[config.mk]
export PLATFORM = sky130hd
export DESIGN_NAME = mux10_16_bit
export DESIGN_NICKNAME = d
export VERILOG_FILES = /design/src/rtl/mux10_16_bit.sv
export SDC_FILE = /design/constraint.sdc
export NUM_CORES = 1
export LEC_CHECK = 0
export BUFFER_PORTS_ARGS = -buffer_cell sky130_fd_sc_hd__buf_2
export CAP_MARGIN = 20
export CORE_UTILIZATION = 43
export DETAILED_ROUTE_END_ITERATION = 10
export PLACE_DENSITY = 0.83
export SLEW_MARGIN = 20
export SYNTH_ARGS = -nofsm -noshare
export SYNTH_HDL_FRONTEND = slang
export SYNTH_HIERARCHICAL = 1
export SYNTH_SLANG_ARGS = --single-unit
export TNS_END_PERCENT = 50
[constraint.sdc]
create_clock -name clk -period 2.55 [get_ports clk]
set_clock_uncertainty 0.2 [all_clocks]
set_input_delay 0.3825 -clock clk [delete_from_list [all_inputs] [get_ports clk]]
set_output_delay 0.3825 -clock clk [all_outputs]
set_load 0.05 [all_outputs]
[src/rtl/mux10_16_bit.sv]
// rtl/mux10_16_bit.sv - ten-source 16-bit registered bus multiplexer

// 16-bit 2:1 mux: y = sel ? b : a
module mux10_16_bit_mux2 (
    input  logic        sel,
    input  logic [15:0] a,
    input  logic [15:0] b,
    output logic [15:0] y
);
    assign y = sel ? b : a;
endmodule

module mux10_16_bit (
    input  logic        clk,
    input  logic        rst,
    input  logic [15:0] r0,
    input  logic [15:0] r1,
    input  logic [15:0] r2,
    input  logic [15:0] r3,
    input  logic [15:0] r4,
    input  logic [15:0] r5,
    input  logic [15:0] r6,
    input  logic [15:0] r7,
    input  logic [15:0] din,
    input  logic [15:0] aluout,
    input  logic [2:0]  rout,
    input  logic        din_en,
    input  logic        gout,
    output logic [15:0] buswires
);
    // First tree level: pairs selected by rout[0]
    logic [15:0] lvl1_0;
    logic [15:0] lvl1_1;
    logic [15:0] lvl1_2;
    logic [15:0] lvl1_3;
    // Second tree level: selected by rout[1]
    logic [15:0] lvl2_0;
    logic [15:0] lvl2_1;
    // Tree root, ALU override, then din override
    logic [15:0] reg_sel;
    logic [15:0] alu_sel;
    logic [15:0] bus_next;

    mux10_16_bit_mux2 u_l1_0 (.sel(rout[0]), .a(r0), .b(r1), .y(lvl1_0));
    mux10_16_bit_mux2 u_l1_1 (.sel(rout[0]), .a(r2), .b(r3), .y(lvl1_1));
    mux10_16_bit_mux2 u_l1_2 (.sel(rout[0]), .a(r4), .b(r5), .y(lvl1_2));
    mux10_16_bit_mux2 u_l1_3 (.sel(rout[0]), .a(r6), .b(r7), .y(lvl1_3));

    mux10_16_bit_mux2 u_l2_0 (.sel(rout[1]), .a(lvl1_0), .b(lvl1_1), .y(lvl2_0));
    mux10_16_bit_mux2 u_l2_1 (.sel(rout[1]), .a(lvl1_2), .b(lvl1_3), .y(lvl2_1));

    mux10_16_bit_mux2 u_l3   (.sel(rout[2]), .a(lvl2_0), .b(lvl2_1), .y(reg_sel));

    // gout sits below din_en so din always wins when both are set
    mux10_16_bit_mux2 u_alu  (.sel(gout),    .a(reg_sel), .b(aluout), .y(alu_sel));
    mux10_16_bit_mux2 u_din  (.sel(din_en),  .a(alu_sel), .b(din),    .y(bus_next));

    // Bus register with synchronous clear; no combinational path to the output
    always_ff @(posedge clk) begin
        if (rst) begin
            buswires <= 16'h0000;
        end else begin
            buswires <= bus_next;
        end
    end
endmodule

== After elaboration in Yosys (flattened, before gate mapping) ==
Index checks and enable logic that the tools add are counted.

* Register bits: 16
* Input bits: 167
* Output and inout port bits: 16
* Word-level logic and storage cells: 10

* Mux-type cells: 9

{| class="wikitable"
|+ Operators with widths
! kind !! number
|-
| $mux W16 || 9
|}

== Depth between registers and ports, before layout ==
* Depth after elaboration: 5
* Mapped depth: 8
* Mapped depth without buffers: 6

== Modules after synthesis ==
Netlist, hierarchy kept.

{| class="wikitable"
|+ Modules (own cells, without submodules)
! module !! instances !! cells each !! area each (µm²) !! sequential area each (µm²)
|-
| mux10_16_bit_mux2 || 9 || 18 || 249.0 || 0.0
|-
| mux10_16_bit || 1 || 33 || 464.2 || 320.3
|}

== Worst setup path after synthesis ==
Ideal clock, no wire load.

* Path kind: in2reg
* Start point: input port rout[0]
* End point: register buswires[10]
* Setup time: 114 ps
* Data arrival time: 2,089 ps
* Slack: 147 ps
* Cell stages on the path: 8
* Buffers on the path: 2
* Cell sequence: buf_6 -> buf_12 -> mux2_4 -> mux2_4 -> mux2_4 -> mux2_4 -> mux2_4 -> nor2b_2

* Word-level cells in the longest chain between the ends: 5

{| class="wikitable"
|+ Ends and longest elaborated chain
! element !! RTL line !! source
|-
| start, declared || 26 || <nowiki>input logic [2:0] rout,</nowiki>
|-
| $mux W16 || 10 || <nowiki>assign y = sel ? b : a;</nowiki>
|-
| named net lvl1_0[10] || 32 || <nowiki>logic [15:0] lvl1_0;</nowiki>
|-
| $mux W16 || 10 ||
|-
| named net lvl2_0[10] || 37 || <nowiki>logic [15:0] lvl2_0;</nowiki>
|-
| $mux W16 || 10 ||
|-
| named net reg_sel[10] || 40 || <nowiki>logic [15:0] reg_sel;</nowiki>
|-
| $mux W16 || 10 ||
|-
| named net alu_sel[10] || 41 || <nowiki>logic [15:0] alu_sel;</nowiki>
|-
| $mux W16 || 10 ||
|-
| named net bus_next[10] || 42 || <nowiki>logic [15:0] bus_next;</nowiki>
|-
| end signal, assigned || 63 || <nowiki>buswires <= bus_next;</nowiki>
|-
| end, declared || 29 || <nowiki>output logic [15:0] buswires</nowiki>
|}

The timed path passes the listed nets, and every way through them passes these cells.
A chain may end at the register's enable or synchronous reset.

== Worst setup path after layout ==
* Start point: input port rout[0]
* End point: register buswires[9]

Same word-level chain as after synthesis.

==> key figures <==
Critical path
  – CP endpoint kind: flop
  – Worst Path Required: 2.48 ns
  – Max incr delay on CP: 0.32 ns
  – WP buf/inv: 2
  – Worst setup path category: in2reg
  – Critical Path AT: 2.31 ns
  – Slowest cell on the critical path: mux2_4
  – Worst Setup EP: buswires[9]
  – Critical path's top delay family: multiplexers
  – Cell mode on critical path: mux2_4
  – Worst setup startpoint: rout[0]
  – Worst setup SP type: primary input
  – Worst path depth: 8
  – Critical path, cell by cell: buf_4 > buf_12 > mux2_4 > mux2_4 > mux2_4 > mux2_4 > mux2_4 > nor2b_2
  – Crit path max fanout: 26

Finish
  – Nets: 539
  – Layout cells sized above 1: 94.9%
  – Largest register FFs: 16
  – Most frequent cells in the layout: buf_2 (181), mux2_4 (90), mux2_2 (54)
  – Filler instances: 523
  – Layout area overhead: 32.3%
  – Post-route insts no fill: 445
  – Largest regs: buswires (16)
  – Leading cell type in the layout, fill and taps excluded: buf_2
  – # diodes: 0
  – Post-route cell area: 3580 sq um
  – Register with the most flip-flops: buswires

Place
  – Dpl hpwl: 5.82 mm
  – Dpl cells: 442
  – Routability-driven placement congestion ratio: 0.754
  – Cell Area, Placed: 3540 sq um
  – Pre-CTS worst setup slack: -0.0761 ns
  – PortBufs: 182

STA
  – Fin crit share: 93.4%
  – Max-slew headroom: 69.1%
  – Final setup violation count: 0
  – Final Hold Fails: 0
  – RSZ-0062 raised after global routing: false
  – Fmax: 420 MHz
  – Clock period minus worst slack: 2.38 ns
  – Slew @ Worst Pin: 0.464 ns
  – Final slew viol count: 0
  – Worst Slack Setup Final: 0.169 ns

Synth
  – Post-synthesis sequential area ratio: 11.8%
  – Synthesized net count: 362
  – Mapped Cells: 195
  – Synth cell types: 8
  – Cell Area, Synth: 2710 sq um
  – Avg Inst Size Synth: 13.9 sq um
  – Yosys warning count: 6
  – Flops & latches, synth: 16

Clock tree
  – Post-cts resize count: 0
  – H-tree depth: 1
  – Cts bufs inserted: 3
  – CTS tree: done
  – Clk root buf: clkbuf_8
  – Deepest clock path buffer count: 2
  – Setup Fix Bufs, Post-CTS: 0
  – CTS sink count: 16
  – Clock transition at path regs: 0.06 ns
  – Post-CTS Hold Buffers: 0

GRT
  – Vias in the first global route: 2,098
  – GRT Total Usage: 19.0%
  – Initial antenna violation count: 0
  – Grt ovf: 0
  – Largest net degree at the start of global routing: 27
  – First-pass GRT wire length: 9.67 mm

Routing
  – Drc violations: 0
  – Routed WL: 6.80 mm
  – First drt pass iteration count: 4
  – Via/cell ratio: 4.84
  – Via count: 2,153
  – Drt first-iter violations: 28
  – WL per Instance: 15.3 um
  – Routed Antenna Nets: 0

Floorplanning
  – I/O pin count: 183
  – Die Area: 6610 sq um
  – Die Height: 81.3 um
  – Initial Util: 45.2%
  – Core Area: 5990 sq um
  – Num rows: 28
  – Die X: 81.3 um

Power
  – Clock power share: 16.1%
  – Sw Ratio: 30.0%
  – Register share of total power: 24.6%
  – Peak supply drop: 0.000318 V
  – Psw: 0.336 mW
  – Internal: 0.784 mW
  – Comb power frac: 59.2%
  – Power Density: 313 nW/um^2
  – Lkg Pwr: 1.96 nW

Flow run
  – Max-cap viol count: 0

Outcome
  – Status: completed

Min path
  – Hold crit path type: in2reg
## area by class of cell
class	instances	area [sq um]	area share, %
Clock buffer	3	41.3	1.15
Sequential cell	16	320	8.95
Tap cell	75	93.8	2.62
Multi-Input combinational cell	160	2090	58.5
Timing Repair Buffer	191	1030	28.8
## cell families (layout without fill, tap and decap cells)
family / after synthesis / count (layout) / synth area share (%)
flops: 16 / 16 / 11.8
simple gates: 16 / 16 / 4.90
buf+inv: 19 / 194 / 10.8
mux: 144 / 144 / 72.4
## synthesized netlist by cell type (all sizes together)
cell type / instances / area share, %
and2b: 6 / 1.9
buf: 19 / 11
dfxtp: 16 / 12
mux2: 144 / 72
nor2b: 10 / 3.0
## through the flow
step,TNS (ns),hold slack (ns),utilization (%),power (mW)
4_1_cts,0,0.278,59.7,1.13
2_1_floorplan,0,0.391,-,0.777
5_1_grt,0,0.281,59.7,1.18
3_3_place_gp,-0.368,0.521,59.0,0.930
6_report,0,0.282,59.7,1.12
3_5_place_dp,-0.699,0.530,59.0,0.948
## per-layer routing
| metal | vias to the layer above | GRT usage, % | share of wire [%] |
|---|---|---|---|
| li1 | 1062 | - | - |
| met1 | 999 | 21.4 | 41 |
| met2 | 80 | 36.9 | 53 |
| met3 | 12 | 1.91 | 4.7 |
| met4 | 0 | 5.54 | 1.3 |
| met5 | - | 0 | 0 |
## tightest hold or removal path: cells and delay by family
| kind | cells | cell delay, ns |
|---|---|---|
| buffers and inverters | 1 | 0.08 |
| multiplexers | 1 | 0.12 |
| AND/OR/NAND/NOR | 1 | 0.11 |
## power groups by stage
stage	clock [mW]	combinational [mW]	sequential (mW)
finish	0.181	0.663	0.276
global route	0.198	0.707	0.278
CTS	0.189	0.669	0.276
detailed placement	0	0.666	0.282
global placement	0	0.648	0.282
floorplan	0	0.421	0.357
## worst min path at each step
stage,depth (start not counted),endpoint,from
floorplan,1,buswires[0],rst
global placement,3,buswires[5],din[5]
detailed placement,3,buswires[7],din[7]
CTS,3,buswires[7],din[7]
global route,3,buswires[10],din[10]
finish,3,buswires[7],din[7]
Note: power is estimated with default switching activity, not from simulation.
